**src/rtl/pla_pkg.sv**
```systemverilog
// rtl/pla_pkg.sv - shared widths, term record and helpers for the PLA evaluator
package pla_pkg;

  localparam int PLA_CNT_W     = 16;
  localparam int PLA_MAX_W     = 32;
  localparam int PLA_MAX_TERMS = 64;
  localparam int PLA_MAX_AW    = $clog2(PLA_MAX_TERMS + 1);

  // Fields are sized for the largest build; narrower builds zero-extend into them.
  typedef struct packed {
    logic [PLA_MAX_W-1:0] care;
    logic [PLA_MAX_W-1:0] pol;
    logic [PLA_MAX_W-1:0] out;
  } pla_term_t;

  // Config address width: one slot per term plus the inversion slot.
  function automatic int pla_addr_w(input int terms);
    return $clog2(terms + 1);
  endfunction

endpackage

```
**src/rtl/pla_term_match.sv**
```systemverilog
// rtl/pla_term_match.sv - combinational single product-term compare
module pla_term_match
  import pla_pkg::*;
#(
  parameter int W = 10
) (
  input  logic [W-1:0] care_i,
  input  logic [W-1:0] pol_i,
  input  logic [W-1:0] in_data_i,
  output logic         hit_o
);

  assign hit_o = &((in_data_i ~^ pol_i) | ~care_i);

endmodule

```
**src/rtl/pla_seq_eval.sv**
```systemverilog
// rtl/pla_seq_eval.sv - two-stage programmable sum-of-products evaluator
// Optional output inversion register enabled by defining PLA_OUT_INV_EN.
module pla_seq_eval
  import pla_pkg::*;
#(
  parameter int NUM_IN    = 10,
  parameter int NUM_OUT   = 7,
  parameter int NUM_TERMS = 16
) (
  input  logic                               clk,
  input  logic                               rst,
  input  logic                               cfg_we,
  input  logic [pla_addr_w(NUM_TERMS)-1:0]   cfg_addr,
  input  logic [NUM_IN-1:0]                  cfg_care,
  input  logic [NUM_IN-1:0]                  cfg_pol,
  input  logic [NUM_OUT-1:0]                 cfg_out,
  output logic                               cfg_ready,
  input  logic                               in_valid,
  output logic                               in_ready,
  input  logic [NUM_IN-1:0]                  in_data,
  output logic                               out_valid,
  input  logic                               out_ready,
  output logic [NUM_OUT-1:0]                 out_data,
  output logic [PLA_CNT_W-1:0]               out_count
);

  localparam int AW = pla_addr_w(NUM_TERMS);

  pla_term_t              term_q [NUM_TERMS];
  logic [NUM_TERMS-1:0]   hit_d;
  logic [NUM_TERMS-1:0]   hit_q;
  logic                   s1_valid_q;
  logic                   s2_valid_q;
  logic [NUM_OUT-1:0]     out_d;
  logic [NUM_OUT-1:0]     out_q;
  logic [PLA_CNT_W-1:0]   cnt_q;
  logic                   s2_free;
  logic                   s1_adv;
  logic                   accept;
  logic                   cfg_wr;
  logic [NUM_TERMS-1:0]   term_par;
  logic                   unused_term_par;

  assign s2_free   = !s2_valid_q || out_ready;
  assign s1_adv    = s1_valid_q && s2_free;
  assign in_ready  = !s1_valid_q || s1_adv;
  assign accept    = in_valid && in_ready;
  assign cfg_ready = !s1_valid_q && !s2_valid_q && !in_valid;
  assign cfg_wr    = cfg_we && cfg_ready;

  assign out_valid = s2_valid_q;
  assign out_data  = out_q;
  assign out_count = cnt_q;

  for (genvar k = 0; k < NUM_TERMS; k++) begin : g_term
    pla_term_match #(.W(NUM_IN)) u_match (
      .care_i    (term_q[k].care[NUM_IN-1:0]),
      .pol_i     (term_q[k].pol[NUM_IN-1:0]),
      .in_data_i (in_data),
      .hit_o     (hit_d[k])
    );
    assign term_par[k] = ^term_q[k];
  end

  // Upper record bits beyond NUM_IN/NUM_OUT are always zero.
  assign unused_term_par = ^term_par;

`ifdef PLA_OUT_INV_EN
  logic [NUM_OUT-1:0] inv_q;

  always_ff @(posedge clk or posedge rst) begin
    if (rst) begin
      inv_q <= '0;
    end else if (cfg_wr && cfg_addr == AW'(NUM_TERMS)) begin
      inv_q <= cfg_out;
    end
  end
`endif

  always_comb begin
    out_d = '0;
    for (int j = 0; j < NUM_OUT; j++) begin
      for (int k = 0; k < NUM_TERMS; k++) begin
        out_d[j] = out_d[j] | (hit_q[k] & term_q[k].out[j]);
      end
    end
`ifdef PLA_OUT_INV_EN
    out_d = out_d ^ inv_q;
`endif
  end

  // Writes only land while the pipe is empty, so in-flight vectors never see them.
  always_ff @(posedge clk or posedge rst) begin
    if (rst) begin
      for (int k = 0; k < NUM_TERMS; k++) term_q[k] <= '0;
    end else if (cfg_wr) begin
      for (int k = 0; k < NUM_TERMS; k++) begin
        if (cfg_addr == AW'(k)) begin
          term_q[k].care <= PLA_MAX_W'(cfg_care);
          term_q[k].pol  <= PLA_MAX_W'(cfg_pol);
          term_q[k].out  <= PLA_MAX_W'(cfg_out);
        end
      end
    end
  end

  always_ff @(posedge clk or posedge rst) begin
    if (rst) begin
      s1_valid_q <= 1'b0;
      hit_q      <= '0;
      s2_valid_q <= 1'b0;
      out_q      <= '0;
      cnt_q      <= '0;
    end else begin
      if (accept) begin
        hit_q      <= hit_d;
        s1_valid_q <= 1'b1;
      end else if (s1_adv) begin
        s1_valid_q <= 1'b0;
      end

      if (s1_adv) begin
        out_q      <= out_d;
        s2_valid_q <= 1'b1;
      end else if (s2_valid_q && out_ready) begin
        s2_valid_q <= 1'b0;
      end

      if (s2_valid_q && out_ready && cnt_q != '1) begin
        cnt_q <= cnt_q + 16'd1;
      end
    end
  end

endmodule

```
**config.mk**
```make
export PLATFORM = sky130hd
export DESIGN_NAME = pla_seq_eval
export DESIGN_NICKNAME = d
export VERILOG_FILES = /design/src/rtl/pla_pkg.sv /design/src/rtl/pla_term_match.sv /design/src/rtl/pla_seq_eval.sv
export SDC_FILE = /design/constraint.sdc
export NUM_CORES = 1
export LEC_CHECK = 0
export CAP_MARGIN = 20
export CORE_MARGIN = 1.5
export CORE_UTILIZATION = 30
export CTS_BUF_LIST = sky130_fd_sc_hd__clkbuf_8
export DETAILED_ROUTE_END_ITERATION = 8
export GPL_ROUTABILITY_DRIVEN = 1
export HOLD_SLACK_MARGIN = 0.15
export PLACE_DENSITY_LB_ADDON = 0.25
export SYNTH_ARGS = -nofsm -noshare
export SYNTH_HDL_FRONTEND = slang
export SYNTH_HIERARCHICAL = 1
export SYNTH_SLANG_ARGS = --single-unit
```
**constraint.sdc**
```tcl
create_clock -name clk -period 16.4 [get_ports clk]
set_input_delay 3.28 -clock clk [delete_from_list [all_inputs] [get_ports clk]]
set_output_delay 3.28 -clock clk [all_outputs]
set_load 0.1 [all_outputs]
```
==> metrics, run 1 <==
path depth of the worst reg2reg path=4; period utilization=0.512; largest net degree at the start of global routing=approximately 180; largest buffer count on any clock path=3; critical path startpoint=out_ready; DR iter-0 viols=roughly 650; Nets=about 1600; CP arrival=~5 ns; r2r setup slk=approximately 14 ns; Least-Margin Pin Slew=~1.1 ns; worst hold stages=1; Seq pwr share=0.485; Hold Path Class=reg2reg; worst reg2reg path endpoint=term_q[1480]$_DFFE_PP0P_; post-synth cell types=40; initial antenna violation count=2; Max-Cap Viols=0; CTS clk-pin slew, worst paths=0.06 ns; Slew HR=0.265; most frequent cells in the layout=dfrtp_1 (473), mux2_2 (441), xor2_1 (168); CP Depth=3; Ys Warns=6; Comb pwr share=0.128; Lkg Pwr=around 12 nW; hold slack=roughly 0.5 ns; total number of vias=between 10000 and 15000; max frequency=about 120 MHz; Primary FF master, synth=dfrtp_1; final setup margin=8.00 ns; Area growth syn-to-layout=15.0%; Final setup viols=0; largest cells by area after synthesis=dfrtp_1 (56%), mux2_2 (24%), xor2_1 (7.0%); initial core utilization=0.304; fill count=slightly below 7000; Cell Rows=96; IO buf count=around 70; status=completed; commonest non-fill, non-tap cell in the layout=dfrtp_1; Post-DP Area=0.0226 mm2; drc violations=0; leading area contributor after synthesis=dfrtp_1; clk root buf=clkbuf_8; minimum period implied by the final worst setup slack=8.40 ns; Post-synth EDFFs=0; Buf+Inv Stages, Crit Path=2; I/O Pins=between 70 and 80; first drt pass iteration count=5; Resized cells post-CTS=0; pre-CTS WS=approximately 8 ns; Final HPWL DP=33600 um; total CTS buffers=slightly below 80; CTS Sinks=between 400 and 500; CTS tree=built; Vias/cell=about 4.9; Reg-to-Reg Start=out_valid$_DFFE_PP0P_; post-synth top area share=0.564; sequential-to-total area share from yosys stat=0.564; share of layout cells above drive strength 1=0.391; vias in the first global route=around 13000; number of H-tree levels=3; syn nets=~1500; Syn Inst Count=about 1400; Crit. End Element=output port; first-pass GRT wire length=roughly 83000 um; Cell Chain, Critical Path=clkdlybuf4s50_1, nand3b_1, clkdlybuf4s50_1; die width=around 270 um; Max VDD drop=~0.00012 V; Sw Ratio=0.289; crit path kind=in2out; CP dominant cell by count=clkdlybuf4s50_1; TNS Setup=0 ns; P per Cell Area=109 mW/mm2; Yosys reg bits=between 400 and 500; unrepaired setup endpoints after global routing=false; startpoint types=input port; worst skew pair latency=0.64 ns; WL final=between 50000 and 60000 um; postcts setup bufs=0; async set-or-reset flop fraction in the synthesized netlist=1.00; Critical-path top delay cell=clkdlybuf4s50_1; Clock power frac=0.387; crit path to=in_ready; clk_skew=between 0.01 and 0.015 ns; Critical Path RT=around 13 ns; largest stage delay on the critical path=between 1 and 1.5 ns; post-route cell area=roughly 0.024 mm2; Total GRT Usage=0.157; Final Max Slew Viols=0; Die ar.=just over 0.07 mm2; gpl congestion=about 0.73; Hold Vio Cnt, Final=0; GRT overflow=0; P_sw=between 700 and 800 uW; Int Pwr=1.87 mW; crit-path leading delay family=buffers and inverters; final antenna-violating net count=0; Die Ht=268 um; cts hold-fix bufs=0; Mapped Area=roughly 0.021 mm2; Mapped Avg Cell Area=around 15 um2; worst-path fanout max=5; wire length per cell=~22 um; core area=around 0.07 mm2
-- registers in the layout, summed over array words and instances (netlist names) --
register	flops
hit_q	16
out_count	16
out_data	7
out_valid	1
s1_valid_q	1
term_q	432
-- through the flow --
step           total power [mW]  cells   util
2_1_floorplan              1.51   1429      -
3_3_place_gp               1.63   2362  0.327
3_5_place_dp               1.64   2364  0.327
4_1_cts                    2.68   2496  0.349
5_1_grt                    2.75   2500  0.350
6_report                   2.63   2502  0.350
-- area by class of cell --
type | count | area, um2 | area share
inverters | 3 | 15.0 | 0.000622
clock inverters | 31 | 136 | 0.00565
repair buffers | 94 | 951 | 0.0394
clock buffers | 101 | 1390 | 0.0576
multi-input cells | 865 | 8630 | 0.358
diodes | 4 | 10.0 | 0.000415
flip-flops and latches | 473 | 11800 | 0.490
well taps | 931 | 1160 | 0.0483
-- worst reg2reg max path: stages (launching register included) --
cell	delay (ns)
dfrtp_1	0.44
or2_1	0.30
nor3b_4	0.44
nand3b_2	0.92
mux2_4	0.63
-- worst min path at each step --
stage / to / startpoint
6_report: term_q[960]$_DFFE_PP0P_ / term_q[960]$_DFFE_PP0P_
5_1_grt: term_q[546]$_DFFE_PP0P_ / term_q[546]$_DFFE_PP0P_
4_1_cts: term_q[197]$_DFFE_PP0P_ / term_q[197]$_DFFE_PP0P_
3_5_place_dp: term_q[197]$_DFFE_PP0P_ / term_q[197]$_DFFE_PP0P_
3_3_place_gp: term_q[960]$_DFFE_PP0P_ / term_q[960]$_DFFE_PP0P_
2_1_floorplan: term_q[1152]$_DFFE_PP0P_ / term_q[1152]$_DFFE_PP0P_
-- power groups by stage --
stage,clock [mW],combinational (mW),sequential (mW)
final,1.02,0.336,1.28
after global routing,1.11,0.360,1.28
after CTS,1.06,0.340,1.28
after detailed placement,0,0.339,1.30
after global placement,0,0.336,1.30
after floorplan,0,0.137,1.37
-- per-layer routing --
metal	vias to the layer above	track usage	routed length (um)
met5	-	0	0
met4	0	0.0534	1360
met3	90	0.0335	2330
met2	232	0.240	25000
met1	6507	0.218	26500
li1	5393	-	-
-- logic make-up (layout without fill, tap and decap cells) --
logic type	after synthesis	count (layout)	synth area share
compound gates	145	145	0.0606
xor+xnor	173	173	0.0722
fa+ha+maj	1	1	0.000596
buf+inv	91	229	0.0252
flops	473	473	0.564
mux	458	458	0.247
other cells	0	4	0
simple gates	88	88	0.0306
-- synth_stat cells (all sizes together) (2+ instances only) --
cell type,instances
a311oi,2
buf,39
a22o,28
nand2,9
mux2,458
a22oi,64
and2,3
xor2,168
nand2b,5
inv,2
dfrtp,473
xnor2,5
nand3b,6
a221oi,44
nor3b,2
clkbuf,49
and3,3
or2,2
nor2,7
nand3,12
nor3,6
a21oi,4
and4,3
nand4,29
Power figures use the tool's default switching activity.
==> inputs of run 2 (changes only) <==
- clock period: 16.4 -> 7.5 ns (I/O delays scaled with it)
==> metrics, run 2 (synthesis gave the netlist of run 1 again) <==
IO buf count=slightly above 70; r2r setup slk=a little under 5 ns; Lkg Pwr=12.0 nW; Least-Margin Pin Slew=~1.2 ns; worst skew pair latency=~0.65 ns; hold slack=0.488 ns; path depth of the worst reg2reg path=4; crit path to=in_ready; Die Ht=about 270 um; startpoint types=input port; first-pass GRT wire length=about 83000 um; clk_skew=0.0251 ns; clk root buf=clkbuf_8; CTS tree=built; CTS Sinks=between 400 and 500; initial antenna violation count=2; worst-path fanout max=5; drc violations=0; crit path kind=in2out; CTS clk-pin slew, worst paths=~0.06 ns; number of H-tree levels=3; Final Instance Count excl. Fillers=2506; first drt pass iteration count=5; GRT overflow=0; Crit. End Element=output port; utilization of the core after routing=0.351; initial core utilization=0.304; max reg flops=432; Final HPWL DP=about 33000 um; Final setup viols=0; status=completed; vias in the first global route=roughly 13000; CP dominant cell by count=clkdlybuf4s50_1; Top reg by flops=term_q; total CTS buffers=81; largest buffer count on any clock path=3; worst hold start=term_q[195]$_DFFE_PP0P_; most frequent cells in the layout=dfrtp_1 (473), mux2_2 (441), xor2_1 (168); Vias/cell=4.86; Final Max Slew Viols=0; Area growth syn-to-layout=15.2%; critical path startpoint=out_ready; total number of vias=about 12000; Cell Chain, Critical Path=clkdlybuf4s50_1, nand3b_1, clkdlybuf4s50_1; pre-CTS WS=approximately 2.7 ns; Hold Path Class=reg2reg; P per Cell Area=240 mW/mm2; Placed Cells=between 2000 and 2500; Max-Cap Viols=0; share of layout cells above drive strength 1=0.391; largest net degree at the start of global routing=about 140; CP arrival=about 3.4 ns; Max VDD drop=just over 0.0002 V; worst reg2reg path endpoint=term_q[1478]$_DFFE_PP0P_; WL final=around 55000 um; max frequency=206 MHz; TNS Setup=0 ns; DR iter-0 viols=578; final setup margin=2.65 ns; postcts setup bufs=0; cts hold-fix bufs=0; die width=268 um; Critical-path top delay cell=clkdlybuf4s50_1; commonest non-fill, non-tap cell in the layout=dfrtp_1; Nets=1568; wire length per cell=~22 um; Reg-to-Reg Start=out_valid$_DFFE_PP0P_; Critical Path RT=approximately 6.0 ns; period utilization=0.646; I/O Pins=73; minimum period implied by the final worst setup slack=between 4 and 5 ns; gpl congestion=0.743; Cell Rows=96; Resized cells post-CTS=0; largest stage delay on the critical path=~1.2 ns; Hold Vio Cnt, Final=0; Total GRT Usage=0.157; Die ar.=0.0716 mm2; Slew HR=0.229; core area=a little under 0.07 mm2; unrepaired setup endpoints after global routing=false; final antenna-violating net count=0
run 2: changes by cell type in the layout (fill, tap and decap cells not counted), sizes merged:
| cell | change |
|---|---|
| clkbuf | +1 |
| inv | +4 |
| diode | -3 |
| buf | +3 |
| clkinv | -1 |
run 2: metal layers:
| layer | vias up | share of wire | track usage |
|---|---|---|---|
| li1 | 5411 | - | - |
| met1 | 6466 | 0.46 | 0.209 |
| met2 | 214 | 0.48 | 0.259 |
| met3 | 87 | 0.035 | 0.0294 |
| met4 | 0 | 0.021 | 0.0431 |
| met5 | - | 0 | 0 |
run 2: worst min-delay path by stage:
stage	endpoint	slack (ns)	cells after the start
global placement	term_q[1152]$_DFFE_PP0P_	0.47	1
floorplan	term_q[1152]$_DFFE_PP0P_	0.46	1
finish	term_q[195]$_DFFE_PP0P_	0.49	1
global route	term_q[194]$_DFFE_PP0P_	0.50	1
detailed placement	term_q[194]$_DFFE_PP0P_	0.47	1
CTS	term_q[194]$_DFFE_PP0P_	0.49	1
run 2: layout make-up:
type                            instances  area [um2]
Clock inverter                         34         141
Fill cell                            6731       44800
Tap cell                              931        1160
Sequential cell                       473       11800
Antenna cell                            1        2.50
Timing Repair Buffer                   96         966
Clock buffer                          103        1420
Inverter                                3        15.0
Multi-Input combinational cell        865        8630
run 2: worst max-delay path, delay by kind of cell:
kind                   cells  cell delay [ns]
buffers and inverters      2             1.67
AND/OR/NAND/NOR            1             0.17
run 2: metrics by stage:
stage / power, mW / instance area [um2]
global placement: 3.58 / 22600
CTS: 5.88 / 24200
floorplan: 3.30 / 21000
detailed placement: 3.59 / 22600
finish: 5.80 / 24200
global route: 6.06 / 24200
run 2: power by group:
| group | internal (mW) | leakage [nW] | total (mW) | switching, mW |
|---|---|---|---|---|
| Sequential | 2.66 | 6.47 | 2.80 | 0.133 |
| Clock | 1.22 | 0.910 | 2.26 | 1.04 |
| Combinational | 0.234 | 4.63 | 0.740 | 0.506 |
